[config.mk]
export PLATFORM = sky130hd
export DESIGN_NAME = period_meter
export DESIGN_NICKNAME = d
export VERILOG_FILES = /design/src/rtl/period_meter.sv
export SDC_FILE = /design/constraint.sdc
export NUM_CORES = 1
export LEC_CHECK = 0
export BUFFER_PORTS_ARGS = -buffer_cell sky130_fd_sc_hd__clkbuf_2
export CAP_MARGIN = 10
export CORE_AREA = 4 4 104 179
export DETAILED_ROUTE_END_ITERATION = 8
export DIE_AREA = 0 0 108 183
export PLACE_DENSITY_LB_ADDON = 0.08
export REMOVE_ABC_BUFFERS = 1
export SLEW_MARGIN = 10
export SYNTH_ARGS = -nofsm -noshare
export SYNTH_HDL_FRONTEND = slang
export SYNTH_SLANG_ARGS = --single-unit
[constraint.sdc]
create_clock -name clk_in -period 3.3 [get_ports clk_in]
set_clock_uncertainty 0.05 [all_clocks]
set_input_delay 0.165 -clock clk_in [delete_from_list [all_inputs] [get_ports clk_in]]
set_output_delay 0.165 -clock clk_in [all_outputs]
set_load 0.005 [all_outputs]
[src/rtl/period_meter.sv]
// Measures rise-to-rise period and rise-to-fall high time of a slow asynchronous
// signal in clk_in cycles, with a one-cycle valid strobe and loss-of-signal flag.
module period_meter #(
  parameter int unsigned     SIZE    = 26,
  parameter logic [SIZE-1:0] TIMEOUT = SIZE'(60000000)
) (
  input  logic            clk_in,
  input  logic            rst,
  input  logic            sig_in,
  output logic [SIZE-1:0] period,
  output logic [SIZE-1:0] high_time,
  output logic            valid,
  output logic            timeout,
  output logic            measuring
);

  localparam logic [SIZE-1:0] ONE = SIZE'(1);

  typedef enum logic [1:0] {
    ST_IDLE    = 2'd0,
    ST_ARMED   = 2'd1,
    ST_TIMEOUT = 2'd2
  } state_t;

  state_t          state;
  state_t          state_nxt;
  logic            s1;
  logic            s2;
  logic            s3;
  logic            rise;
  logic            fall;
  logic [SIZE-1:0] cnt;
  logic [SIZE-1:0] cnt_nxt;
  logic [SIZE-1:0] hcnt;
  logic [SIZE-1:0] hcnt_nxt;
  logic [SIZE-1:0] hlat;
  logic [SIZE-1:0] hlat_nxt;
  logic [SIZE-1:0] period_nxt;
  logic [SIZE-1:0] high_time_nxt;
  logic            valid_nxt;
  logic            timeout_nxt;
  logic            measuring_nxt;

  // Two flops of synchronisation plus one for edge detection; rise and fall see
  // the same latency so the measured intervals carry no offset.
  always_ff @(posedge clk_in) begin
    if (rst) begin
      s1 <= 1'b0;
      s2 <= 1'b0;
      s3 <= 1'b0;
    end else begin
      s1 <= sig_in;
      s2 <= s1;
      s3 <= s2;
    end
  end

  assign rise = s2 & ~s3;
  assign fall = ~s2 & s3;

  // Interval counters; both saturate at TIMEOUT so they can never wrap.
  always_comb begin
    cnt_nxt  = cnt;
    hcnt_nxt = hcnt;
    hlat_nxt = hlat;
    if (rise) begin
      cnt_nxt  = ONE;
      hcnt_nxt = ONE;
    end else begin
      if (cnt < TIMEOUT) begin
        cnt_nxt = cnt + ONE;
      end
      if (s2 && (hcnt < TIMEOUT)) begin
        hcnt_nxt = hcnt + ONE;
      end
    end
    if (fall) begin
      hlat_nxt = hcnt;
    end
  end

  // Next state and registered outputs; a rise in the TIMEOUT cycle still reports.
  always_comb begin
    state_nxt     = state;
    period_nxt    = period;
    high_time_nxt = high_time;
    valid_nxt     = 1'b0;
    case (state)
      ST_IDLE: begin
        if (rise) begin
          state_nxt = ST_ARMED;
        end
      end
      ST_ARMED: begin
        if (rise) begin
          period_nxt    = cnt;
          high_time_nxt = hlat;
          valid_nxt     = 1'b1;
        end else if (cnt == TIMEOUT) begin
          state_nxt = ST_TIMEOUT;
        end
      end
      ST_TIMEOUT: begin
        if (rise) begin
          state_nxt = ST_ARMED;
        end
      end
      default: begin
        state_nxt = ST_IDLE;
      end
    endcase
    timeout_nxt   = (state_nxt == ST_TIMEOUT);
    measuring_nxt = (state_nxt == ST_ARMED);
  end

  always_ff @(posedge clk_in) begin
    if (rst) begin
      state     <= ST_IDLE;
      cnt       <= '0;
      hcnt      <= '0;
      hlat      <= '0;
      period    <= '0;
      high_time <= '0;
      valid     <= 1'b0;
      timeout   <= 1'b0;
      measuring <= 1'b0;
    end else begin
      state     <= state_nxt;
      cnt       <= cnt_nxt;
      hcnt      <= hcnt_nxt;
      hlat      <= hlat_nxt;
      period    <= period_nxt;
      high_time <= high_time_nxt;
      valid     <= valid_nxt;
      timeout   <= timeout_nxt;
      measuring <= measuring_nxt;
    end
  end

endmodule

==> impl_metrics.tcl <==
set metrics [dict create \
    ir_drop_mv 0.255 \
    start_util_pct 32.5 \
    postRouteWirelength_um 14400 \
    status "complete, no violations" \
    worst-path-buf-inv 0 \
    setup_tns_ns 0 \
    synth_top_area_cell "dfxtp_1" \
    setup-violations-final 0 \
    rows 63 \
    hp-class "in -> reg" \
    arrival_ns 2.82 \
    max_stage_delay_ns 0.60 \
    grt_pass1_vias 4924 \
    rr_worst_depth 5 \
    worstSetupStartpointType "flop" \
    pwr-share-seq_pct 45.4 \
    htreeDepth 4 \
    nFillCells 1843 \
    maxSlewHeadroom_pct 31.8 \
    core_area_mm2 0.0171 \
    power_mw 3.71 \
    netlist_area_mm2 0.00556 \
    num_io_pins 58 \
    root_buffer "clkbuf_16" \
    worst_pin_slew_ns 1.02 \
    dp_cells 946 \
    drive_above_1_share_pct 14.6 \
    period_share_pct 77.9 \
    clockBufferDepth 2 \
    max_freq_ghz 0.389 \
    fin_area_mm2 0.00665 \
    drtIter0Drc 164 \
    cts.reportedPaths.clkPinSlew_ns 0.06 \
    yosysWarningCount 0 \
    crit_required_ns 3.55 \
    synth-seq-cells 138 \
    routed_via_density 5.07 \
    crit_path_max_fanout 28 \
    clk-insertion-delay-late_ns 0.42 \
    p_comb_share_pct 2.4 \
    dieArea_mm2 0.0198 \
    slew_viol_final 0 \
    layout_min_cycle_time_ns 2.57 \
    seq_area_frac_synth_pct 49.7 \
    antenna_found_initial 0 \
    cp_slowest_cell "or4_4" \
    n_antenna_cell 0 \
    fin_cells 978 \
    p_sw_share_pct 22.1 \
    hold_start "rst" \
    timing.rr.end "cnt[1]$_SDFFE_PP0N_" \
    io_buffers 57 \
    tritoncts "built" \
    synth_flop_cell "dfxtp_1" \
    regArea_mm2 0.00276 \
    drt_drc_violations_left 0 \
    cp_top_family "simple AND/OR/NAND/NOR gates" \
    crit_path_cell_trace "or4_1 > or4_4 > o22ai_4 > mux2i_1 > nor2_1" \
    die_h_um 183 \
    nNetsFinal 745 \
    ys_types 48 \
    syn2layout_area_growth_pct 19.5 \
    async_flop_share_pct 0 \
    synth-edff-count 0 \
    worstHoldEndpoint "s1$_SDFF_PP0_" \
    vias 4961 \
    grt_max_degree 54 \
    post-dp-hpwl_um 10000 \
    synth_top_area_share_pct 49.7 \
    clock-sinks 138 \
    dr.pass1.iters 5 \
    leakage_nw 2.25 \
    post_dp_cell_area_mm2 0.00604 \
    cts_buffers 17 \
    overflow 0 \
    avgRoutedWirePerCell_um 14.7 \
    gp_congestion 0.828 \
    worstSetupPathType "reg -> reg" \
    power.density_mw_per_mm2 558 \
    maxCapViolations 0 \
    p_int_mw 2.89 \
    syn_inst 692 \
    hold_depth 3 \
    end_kind "flop" \
    rsz0062_at_grt "false" \
    pwr-share-clk_pct 52.2 \
    hold_viol 0 \
    dieWidth_um 108 \
    post_cts_buffers 0 \
    ant_nets 0 \
    grt_pass1_wl_um 23800 \
    multi_input_area_mm2 0.00259 \
    final_core_util_pct 38.8 \
    grt_usage_pct 15.2 \
    reg2reg_slack_ns 0.73 \
    postSynthAreaPerCell_um2 8.03 \
    r2r_start "cnt[11]$_SDFFE_PP0N_" \
    yosys-top-cells-area "dfxtp_1, nand2_1, a21oi_1" \
    p_sw_uw 819 \
]
-- cell usage after synthesis, types with 3 or more instances --
master,count
mux2i_1,3
o31ai_1,9
xnor2_1,3
nor2b_1,6
or4_1,13
and3_1,5
clkbuf_1,37
nand4_1,11
o21ai_1,8
dfxtp_1,138
o21ai_0,17
nand3_1,21
nor2_1,23
nor3_1,9
or3_1,25
o211ai_1,3
ha_1,3
o21a_1,5
a21oi_1,119
nand2_1,186
inv_1,8
-- power groups by stage --
stage	registers [mW]	clock network, mW	logic, mW
floorplan	1.72	0	0.0416
global placement	1.72	0	0.0889
detailed placement	1.72	0	0.0900
CTS	1.68	1.99	0.0914
global route	1.68	2.07	0.0994
finish	1.68	1.93	0.0881
-- kinds of logic after synthesis --
group	Yosys count	share of synthesized area (%)
AO/OA/AOI/OAI	179	18.3
adder cells (fa/ha/maj)	3	0.675
buffers and inverters	49	3.74
multiplexers	3	0.540
flip-flops	138	49.7
XOR/XNOR	5	0.788
AND/OR/NAND/NOR	315	26.2
-- tightest hold or removal path: stages --
cell and delay, ns:
buf_2 0.14, buf_4 0.25, nor2b_1 0.13
-- area by class of cell --
cell class                      count  area share, %
Clock inverter                     14           2.62
Sequential cell                   138           41.6
Timing Repair Buffer               69           5.69
Multi-Input combinational cell    505           39.0
Clock buffer                       17           6.40
Inverter                            8          0.452
Tap cell                          227           4.27
-- how the worst max path moves through the flow --
stage               cells past startpoint  slack, ns                   to                  from
floorplan                               5       0.94  cnt[1]$_SDFFE_PP0N_  cnt[11]$_SDFFE_PP0N_
CTS                                     5       0.73  cnt[1]$_SDFFE_PP0N_  cnt[11]$_SDFFE_PP0N_
global route                            5       0.54  cnt[5]$_SDFFE_PP0N_  cnt[11]$_SDFFE_PP0N_
finish                                  5       0.73  cnt[1]$_SDFFE_PP0N_  cnt[11]$_SDFFE_PP0N_
global placement                        5       0.77  cnt[1]$_SDFFE_PP0N_  cnt[11]$_SDFFE_PP0N_
detailed placement                      5       0.73  cnt[1]$_SDFFE_PP0N_  cnt[11]$_SDFFE_PP0N_
-- sequential cells by signal, indices dropped and copies added (netlist names) --
register,count
measuring,1
hlat,26
timeout,1
high_time,26
s1,1
valid,1
s3,1
s2,1
cnt,26
period,26
hcnt,26
state,2
-- layout by cell type (no fill, tap or decap), drive strengths merged, types with 3 or more instances in the layout --
master	Yosys	final
inv	8	10
dfxtp	138	138
nand3	21	21
clkinv	0	5
buf	4	12
nand4	11	11
o21a	5	5
mux2i	3	3
clkbuf	37	73
o21ai	25	25
nor3	9	9
nand2	186	186
o211ai	3	3
xnor2	3	3
or3	25	25
nor2	23	23
nor4	3	3
and3	5	5
or4	14	14
clkinvlp	0	4
a21oi	121	121
ha	3	3
bufinv	0	3
nor2b	6	6
o31ai	9	9
-- per-layer routing --
metal / GRT usage (%) / wire (µm) / up-vias
li1: - / - / 2514
met1: 15.4 / 5690 / 2354
met2: 28.7 / 7980 / 70
met3: 3.13 / 332 / 23
met4: 7.18 / 365 / 0
met5: 0 / 0 / -
-- metrics by stage --
| stage | hold WS [ns] | worst slack, ns |
|---|---|---|
| 3_3_place_gp | 0.326 | 0.767 |
| 6_report | 0.264 | 0.730 |
| 4_1_cts | 0.275 | 0.728 |
| 2_1_floorplan | 0.182 | 0.940 |
| 3_5_place_dp | 0.331 | 0.733 |
| 5_1_grt | 0.293 | 0.544 |
-- repair_timing --
item / CTS / global route
gates resized for setup: 0 / 0
hold buffers: 1 / 0
hold endpoints to repair: 1 / 0
(Power assumes the default switching activity.)
